===== src/rtl/hqm_rcfwl_gclk_sync_divider.sv =====
// rtl/hqm_rcfwl_gclk_sync_divider.sv - pll_sync-aligned ratio clock-enable generator with lock tracking
module hqm_rcfwl_gclk_sync_divider #(
    parameter int SYNC_STAGES = 2,
    parameter int CNT_W       = 6,
    parameter int LOCK_CNT    = 4
) (
    input  logic             ckpredop,
    input  logic             rst_b,
    input  logic             pll_sync_out,
    input  logic             enable,
    input  logic [CNT_W-1:0] ratio,
    input  logic             err_clr,
    output logic             clk_en,
    output logic [CNT_W-1:0] phase,
    output logic             locked,
    output logic             sync_err
);

    typedef enum logic [1:0] {
        ST_IDLE    = 2'd0,
        ST_ACQUIRE = 2'd1,
        ST_TRACK   = 2'd2,
        ST_LOCKED  = 2'd3
    } state_t;

    // Fewer than two metastability flops is never safe, so clamp the depth.
    localparam int         SS       = (SYNC_STAGES < 2) ? 2 : SYNC_STAGES;
    localparam logic [3:0] LOCK_TGT = 4'(LOCK_CNT);

    logic [SS-1:0]    sync_ff;
    logic             sync_d;
    logic             sync_edge;
    state_t           state;
    state_t           state_nxt;
    logic [CNT_W-1:0] ratio_q;
    logic [CNT_W-1:0] ratio_nxt;
    logic [CNT_W-1:0] ratio_sat;
    logic [CNT_W-1:0] phase_nxt;
    logic [3:0]       good_cnt;
    logic [3:0]       good_nxt;
    logic             clk_en_nxt;
    logic             sync_err_nxt;
    logic             at_last;
    logic             tracking;
    logic             aligned;
    logic             misaligned;

    // Synchronizer chain on the async marker plus one delay flop for edge detection
    always_ff @(posedge ckpredop or negedge rst_b) begin
        if (!rst_b) begin
            sync_ff <= '0;
            sync_d  <= 1'b0;
        end else begin
            sync_ff <= {sync_ff[SS-2:0], pll_sync_out};
            sync_d  <= sync_ff[SS-1];
        end
    end

    assign sync_edge  = sync_ff[SS-1] & ~sync_d;
    assign ratio_sat  = (ratio == '0) ? CNT_W'(1) : ratio;
    assign at_last    = (phase == ratio_q - CNT_W'(1));
    assign tracking   = (state == ST_TRACK) || (state == ST_LOCKED);
    assign aligned    = sync_edge & at_last;
    assign misaligned = sync_edge & ~at_last & tracking;

    // State register
    always_ff @(posedge ckpredop or negedge rst_b) begin
        if (!rst_b) begin
            state <= ST_IDLE;
        end else begin
            state <= state_nxt;
        end
    end

    // Next-state logic: enable low always wins and drops to IDLE
    always_comb begin
        state_nxt = state;
        if (!enable) begin
            state_nxt = ST_IDLE;
        end else begin
            case (state)
                ST_IDLE:    state_nxt = ST_ACQUIRE;
                ST_ACQUIRE: if (sync_edge) state_nxt = (LOCK_CNT == 1) ? ST_LOCKED : ST_TRACK;
                ST_TRACK:   if (aligned && (good_cnt + 4'd1 >= LOCK_TGT)) state_nxt = ST_LOCKED;
                ST_LOCKED:  if (misaligned) state_nxt = ST_TRACK;
                default:    state_nxt = ST_IDLE;
            endcase
        end
    end

    // Output/datapath next values: phase counter, alignment counter, ratio capture, status
    always_comb begin
        phase_nxt = '0;
        good_nxt  = '0;
        ratio_nxt = ratio_q;
        if (enable) begin
            case (state)
                ST_ACQUIRE: begin
                    if (sync_edge) begin
                        ratio_nxt = ratio_sat;
                        good_nxt  = 4'd1;
                    end
                end
                ST_TRACK, ST_LOCKED: begin
                    good_nxt = good_cnt;
                    if (misaligned) begin
                        good_nxt = 4'd1;
                    end else begin
                        phase_nxt = at_last ? '0 : phase + CNT_W'(1);
                        if (aligned && (state == ST_TRACK)) good_nxt = good_cnt + 4'd1;
                    end
                end
                default: good_nxt = '0;
            endcase
        end
        clk_en_nxt   = ((state_nxt == ST_TRACK) || (state_nxt == ST_LOCKED)) && (phase_nxt == '0);
        // A slip seen while locked beats a simultaneous clear request.
        sync_err_nxt = (enable && (state == ST_LOCKED) && misaligned) ? 1'b1 :
                       (err_clr ? 1'b0 : sync_err);
    end

    // Registered outputs and datapath state
    always_ff @(posedge ckpredop or negedge rst_b) begin
        if (!rst_b) begin
            clk_en   <= 1'b0;
            phase    <= '0;
            locked   <= 1'b0;
            sync_err <= 1'b0;
            ratio_q  <= CNT_W'(1);
            good_cnt <= '0;
        end else begin
            clk_en   <= clk_en_nxt;
            phase    <= phase_nxt;
            locked   <= (state_nxt == ST_LOCKED);
            sync_err <= sync_err_nxt;
            ratio_q  <= ratio_nxt;
            good_cnt <= good_nxt;
        end
    end

endmodule


===== config.mk =====
export PLATFORM = sky130hd
export DESIGN_NAME = hqm_rcfwl_gclk_sync_divider
export DESIGN_NICKNAME = d
export VERILOG_FILES = /design/src/rtl/hqm_rcfwl_gclk_sync_divider.sv
export SDC_FILE = /design/constraint.sdc
export NUM_CORES = 1
export LEC_CHECK = 0
export CAP_MARGIN = 30
export CORE_MARGIN = 1
export CORE_UTILIZATION = 40
export CTS_CLUSTER_SIZE = 30
export DETAILED_ROUTE_END_ITERATION = 16
export SLEW_MARGIN = 0
export SYNTH_ARGS = -nofsm -noshare
export SYNTH_HDL_FRONTEND = slang
export SYNTH_SLANG_ARGS = --single-unit

===== constraint.sdc =====
create_clock -name ckpredop -period 1.9 [get_ports ckpredop]
set_input_delay 0.475 -clock ckpredop [delete_from_list [all_inputs] [get_ports ckpredop]]
set_output_delay 0.475 -clock ckpredop [all_outputs]
set_load 0.02 [all_outputs]

==> reports/results.ini, run 1 <==
[logic_synthesis]
synth_edf_count = 0
yosysTopAreaCellShare_pct = 44.10
synth_area_um2 = 1305
yosys-top-cells-area = dfrtp_1 44%, nand2_1 5.2%, xnor2_1 4.7%
ys_types = 38
synth_cells = 136
ys_ff_latch = 24
synth_nets = 150
synth_most_common_cell = dfrtp_1
yosys_warnings = 0
synth-seq-area-share_pct = 46.12
ys.flop_type = dfrtp_1
yosys-top-cells-count = 23 x dfrtp_1, 18 x nand2_1, 14 x nor2_1, 8 x o21ai_0, 7 x xnor2_1
yosysTopAreaCell = dfrtp_1
async_flop_share_pct = 100.0
syn_avg_cell_area_um2 = 9.596

[drt]
drt-initial-drc-count = 37
drt-total-wl_um = 2755
viasPerCell = 5.192
wl_per_cell_um = 13.25
drc = 0
ant_nets = 0
first_pass_iters = 4
vias = 1080

[clock_network]
clk_pin_slew_ns = 0.14
hold_buffers = 0
clock_path_buffers = 2
cts_tree = yes
clk_root_buffer_cell = clkbuf_4
post_cts_buffers = 0
clkLatencyLatePin_ns = 0.32
numCtsBuffers = 3
cts_sinks = 24
h-tree-depth = 1

[critical_path]
r2r-start = ratio_q[0]
rr_endpoint = state[0]
startpoint_type = flip-flop
critPathCaptureType = flip-flop
crit_fanout = 5
critPathRequiredTime_ns = 2.15
crit_type = flip-flop to flip-flop
critPathLaunch = ratio_q[0]
r2r_slack_ns = 0.003
endpoint = state[0]
arrival_ns = 2.14
r2r.worst_path.cells = 7

[die]
ioPinCount = 20
die_w_um = 59.12
core_area_um2 = 3078
start_util_pct = 42.40
rows = 20
die_h_um = 59.12
dieArea_um2 = 3495

[flow_run]
cap_violations = 0

[final_layout]
stdcell_count = 208
fin_nets = 179
final_util_pct = 54.23
antenna_cells = 0
drive_gt1_share_pct = 20.12
area_growth_pct = 27.90

[sta]
drv_slew = 0
timing.final.crit_share_pct = 99.83
worst_slew_pin_slew_ns = 0.3765
fin_ws_ns = 0.003161
grt_setup_unrepaired = yes
timing.final.crit_period_ns = 1.897
final_hold_viol_count = 0
max_slew_margin_pct = 74.85
finalSetupViolCount = 0
max_freq_mhz = 527.2
skew_ns = 0.01213

[pwr]
p_per_area_nw_per_um2 = 765.5
vdd_drop_max_v = 0.0003687
p_leak_nw = 0.7023

[grt]
grt_antenna_before_repair = 0
first_global_vias = 1057
grt_max_degree = 25
grt_overflow = 0
grt_use_total_pct = 17.94
grt_pass1_wl_um = 4616

[place]
dp_slack_ns = -0.04622
hpwl_um = 1939
portBuffers = 19
place_congestion = 0.7480
dp.cells = 204

[run_status]
status = complete, no violations

[worst_hold_path]
hold_path.class = flip-flop to flip-flop

## cell families after synthesis
family / count (synthesis) / share of synthesized area [%]
buffers and inverters: 10 / 5.081
DFF: 24 / 46.12
muxes: 4 / 3.356
and+or+nand+nor: 64 / 25.60
AOI/OAI and AO/OA: 19 / 8.918
adders and majority gates: 3 / 2.877
xor gates and xnor gates: 12 / 8.054
## state kept, by name, summed over array words and instances (netlist names), 2 cells and up
signal / count
sync_ff: 2
phase: 6
state: 2
ratio_q: 6
good_cnt: 4
## metrics by stage
step                      hold slack [ns]  instance area, µm²  setup TNS, ns  power, mW
after floorplan                    0.1794                1321      -0.004432     0.7849
after global placement             0.3422                1590              0     0.8638
after detailed placement           0.3363                1590       -0.09235     0.8719
after CTS                          0.3684                1639              0      1.250
after global routing               0.3773                1669        -0.3163      1.342
final                              0.3665                1669              0      1.278
## per-layer routing
metal	global-route usage [%]	vias to the layer above	wire length, µm
met3	2.838	5	117
met2	28.57	30	1335
li1	-	524	-
met4	8.503	0	48
met5	0	-	0
met1	23.98	521	1253
## power by group
group,switching (mW),internal (mW),leakage (nW)
clock,0.159,0.213,0.0279
combinational,0.144,0.157,0.364
sequential,0.0474,0.557,0.310
## cells in the final DEF (no fill, tap or decap), types with 2 or more instances in the layout
master / netlist / layout
ha_1: 3 / 2
nand4_1: 2 / 2
nand2_1: 18 / 18
dlygate4sd2_1: 0 / 5
xnor2_1: 7 / 6
mux2_2: 3 / 3
or3_4: 1 / 2
a21oi_1: 4 / 4
nor2_2: 5 / 4
nand3_1: 4 / 4
nor2b_1: 2 / 2
inv_1: 6 / 5
nand3b_1: 2 / 2
clkdlybuf4s50_1: 0 / 13
xor2_1: 5 / 5
nor2_4: 1 / 2
clkbuf_4: 0 / 3
buf_4: 1 / 8
nor3_1: 5 / 5
dfrtp_1: 23 / 22
and2_1: 3 / 3
o21ai_0: 8 / 8
nor2_1: 14 / 14
## worst min-delay path by stage
stage	from	end	slack, ns	cells after the start
2_1_floorplan	rst_b	clk_en	0.18	0
3_3_place_gp	sync_ff[0]	sync_ff[1]	0.34	0
3_5_place_dp	sync_ff[0]	sync_ff[1]	0.34	0
4_1_cts	sync_ff[0]	sync_ff[1]	0.37	0
5_1_grt	sync_ff[0]	sync_ff[1]	0.38	0
6_report	sync_ff[0]	sync_ff[1]	0.37	0
## final cells by class
class / instances / area (µm²)
Clock inverter: 1 / 30.03
Clock buffer: 3 / 22.52
Multi-Input combinational cell: 103 / 689.4
Inverter: 6 / 22.52
Sequential cell: 24 / 603.1
Fill cell: 276 / 1409
Tap cell: 44 / 55.05
Timing Repair Buffer: 27 / 246.5
## repair_timing
item	in CTS	in global routing
gates cloned	0	1
endpoints found under the hold margin	0	0
pin swaps	1	3
gates resized for setup	9	4
endpoints found under the setup margin	12	11
## critical path, stage by stage, from the launching register on
cell and delay [ns]:
dfstp_2 0.56, inv_2 0.05, ha_4 0.21, xnor2_2 0.13, a211oi_2 0.24, and4_4 0.30
nand2_1 0.08, a221oi_2 0.26
No activity file was read; power rests on OpenSTA's default activity.
==> run 2, diff against run 1 <==
--- a/config.mk
+++ b/config.mk
@@ -10,6 +10,7 @@
 export CORE_UTILIZATION = 40
 export CTS_CLUSTER_SIZE = 30
 export DETAILED_ROUTE_END_ITERATION = 16
+export PLACE_DENSITY = 0.71
 export SLEW_MARGIN = 0
 export SYNTH_ARGS = -nofsm -noshare
 export SYNTH_HDL_FRONTEND = slang
==> constraint.sdc (replaced) <==
create_clock -name ckpredop -period 1.9 [get_ports ckpredop]
set_input_delay 0.38 -clock ckpredop [delete_from_list [all_inputs] [get_ports ckpredop]]
set_output_delay 0.38 -clock ckpredop [all_outputs]
set_load 0.02 [all_outputs]
==> run 2 against run 1 <==
Net effect: first-iteration DRC count down 11%; design area up 0.30%; global-route usage down 1.2 points; sequential power about the same; register-to-register slack worse by 0.11 ns; worst setup slack worse by 0.11 ns; the run now ends with setup timing left; worst hold slack better by 0.011 ns; via count down 0.93%; count of clock-buffer cells in the layout up 1; flip-flop and latch count unchanged; critical path type unchanged; maximum frequency down 5.6%; highest routed layer unchanged; combinational power up 2%.
==> reports/results.ini, run 2 (synthesized netlist as in run 1, its figures left out) <==
[sta]
skew_ns = 0.005604  ; -0.006529 ns
max_slew_margin_pct = 60.59  ; -14 points
grt_setup_unrepaired = yes
drv_slew = 0  ; unchanged
finalSetupViolCount = 11  ; +11
final_hold_viol_count = 0  ; unchanged
worst_slew_pin_slew_ns = 0.5871  ; +0.2107 ns
fin_ws_ns = -0.1103  ; -0.1135 ns
fin_tns_setup_ns = -0.8357  ; -0.8357 ns
timing.final.crit_period_ns = 2.010  ; +0.1135 ns
max_freq_mhz = 497.4  ; -5.6%
timing.final.crit_share_pct = 105.8  ; +6.0 points

[drt]
drt-initial-drc-count = 33  ; -11%
ant_nets = 0  ; unchanged
wl_met3_um = 116  ; -0.85%
first_pass_iters = 4  ; unchanged
vias = 1070  ; -0.93%
drc = 0  ; unchanged
viasPerCell = 5.071  ; -2.3%
top_layer = met4
drt-total-wl_um = 2784  ; +1.1%
met1_length_um = 1267  ; +1.1%
wl_per_cell_um = 13.19  ; -0.38%
wl_met2_um = 1314  ; -1.6%

[die]
die_h_um = 59.12  ; unchanged
rows = 20  ; unchanged
ioPinCount = 20  ; unchanged
start_util_pct = 42.40  ; unchanged
core_area_um2 = 3078  ; unchanged
die_w_um = 59.12  ; unchanged
dieArea_um2 = 3495  ; unchanged

[grt]
grt_antenna_before_repair = 0  ; unchanged
grt_pass1_wl_um = 4402  ; -4.6%
grt_use_total_pct = 16.70  ; -1.2 points
grt_overflow = 0  ; unchanged
first_global_vias = 1011  ; -4.4%
grt_max_degree = 25  ; unchanged

[final_layout]
largest_registers = phase x6, ratio_q x6, good_cnt x4
antenna_cells = 0  ; unchanged
drive_gt1_share_pct = 22.16  ; +2.0 points
fin_nets = 182  ; +1.7%
area_growth_pct = 28.28
layout_commonest_cell = dfrtp_1
most-common-layout-cells = 21 x dfrtp_1, 18 x clkdlybuf4s50_1, 16 x nand2_1, 14 x nor2_1, 11 x buf_4
fillers = 294  ; +6.5%

[pwr]
p_leak_nw = 0.6959  ; -0.91%
seqPwrFrac_pct = 53.4  ; +6.1 points
vdd_drop_max_v = 0.0004423  ; +20%
swShare_pct = 29.07  ; +1.7 points
internal_power_mw = 0.8015  ; -14%
clkPwrFrac_pct = 19.5  ; -9.7 points
pwr-share-comb_pct = 27.1  ; +3.6 points
p_per_area_nw_per_um2 = 675.0  ; -12%
power_switching_mw = 0.3284  ; -6.2%

[run_status]
violations = setup timing
status = finished, violations left

[critical_path]
critPathCaptureType = flip-flop
arrival_ns = 2.23  ; +0.09 ns
path_cells = inv_2, ha_4, or3_4, nand4_1, and4_1, buf_6, nand2_4, a221oi_2
critPathRequiredTime_ns = 2.12  ; -0.03 ns
crit_buf_inv = 2  ; +1
startpoint_type = flip-flop
cpLargestDelayFamily = simple AND/OR/NAND/NOR gates
crit_slowest_cell = dfstp_2
crit_type = flip-flop to flip-flop
cpPeakStageDelay_ns = 0.55  ; about the same
crit_fanout = 7  ; +2

[clock_network]
h-tree-depth = 1  ; unchanged
hold_buffers = 0  ; unchanged
cts_tree = yes
cts_sinks = 24  ; unchanged
clock_path_buffers = 2  ; unchanged
clk_root_buffer_cell = clkbuf_4
numCtsBuffers = 3  ; unchanged
clkLatencyLatePin_ns = 0.30  ; -0.02 ns
clk_pin_slew_ns = 0.12  ; -0.02 ns

[place]
dp_slack_ns = -0.09528  ; -0.04906 ns
portBuffers = 19  ; unchanged
place_congestion = 0.8420  ; +13%
hpwl_um = 1927  ; -0.61%

[flow_run]
cap_violations = 0  ; unchanged

[worst_hold_path]
hold_path.class = flip-flop to flip-flop

==> run 2: cell types whose count changed in the layout (fill, tap and decap cells not counted), moves of 2 or more <==
cell             change
clkdlybuf4s50_1      +5
dlygate4sd2_1        -5
buf_4                +3
nand2_1              -2
==> run 2: worst paths after layout <==
path                            startpoint          to  slack (ns)  cells past startpoint
worst max-delay path            ratio_q[0]    state[0]       -0.11                      8
worst min-delay path            sync_ff[0]  sync_ff[1]        0.38                      0
worst max register to register  ratio_q[0]    state[0]       -0.11                      8
worst min register to register  sync_ff[0]  sync_ff[1]        0.38                      0
max in group asynchronous            rst_b  ratio_q[0]        1.19                      2
min in group asynchronous            rst_b      clk_en        0.42                      2
==> run 2: final cells by class <==
| class | count | area [µm²] | area share, % |
|---|---|---|---|
| repair buffers | 31 | 286.5 | 17.12 |
| inverters | 6 | 22.52 | 1.345 |
| well taps | 44 | 55.05 | 3.288 |
| flip-flops and latches | 24 | 604.3 | 36.10 |
| multi-input cells | 102 | 679.4 | 40.58 |
| clock buffers | 4 | 26.28 | 1.570 |
==> run 2: power by group through the flow <==
stage | Sequential [mW] | Clock (mW) | Combinational, mW
6_report | 0.603 | 0.220 | 0.307
5_1_grt | 0.612 | 0.251 | 0.331
4_1_cts | 0.601 | 0.231 | 0.279
3_5_place_dp | 0.610 | 0 | 0.265
3_3_place_gp | 0.610 | 0 | 0.253
2_1_floorplan | 0.605 | 0 | 0.180
==> run 2: timing repair <==
item / CTS / global route
pin swaps: 3 / 3
endpoints found under the setup margin: 7 / 17
gates cloned: 0 / 0
buffers inserted: 2 / 1
gates resized for setup: 4 / 7
==> run 2: through the flow <==
stage          cell area (µm²)  hold WS (ns)  instances  total power, mW  utilization (%)
2_1_floorplan             1321       0.08441        136           0.7849                -
3_3_place_gp              1590        0.3457        204           0.8632            51.67
3_5_place_dp              1590        0.3402        204           0.8753            51.67
4_1_cts                   1644        0.3791        210            1.112            53.41
5_1_grt                   1674        0.3829        211            1.193            54.39
6_report                  1674        0.3774        211            1.130            54.39
==> run 2: layer usage <==
metal  global-route usage, %  vias up
met5                       0        -
li1                        -      524
met2                   26.79       35
met1                   23.20      505
met4                   5.442        0
met3                   2.620        6
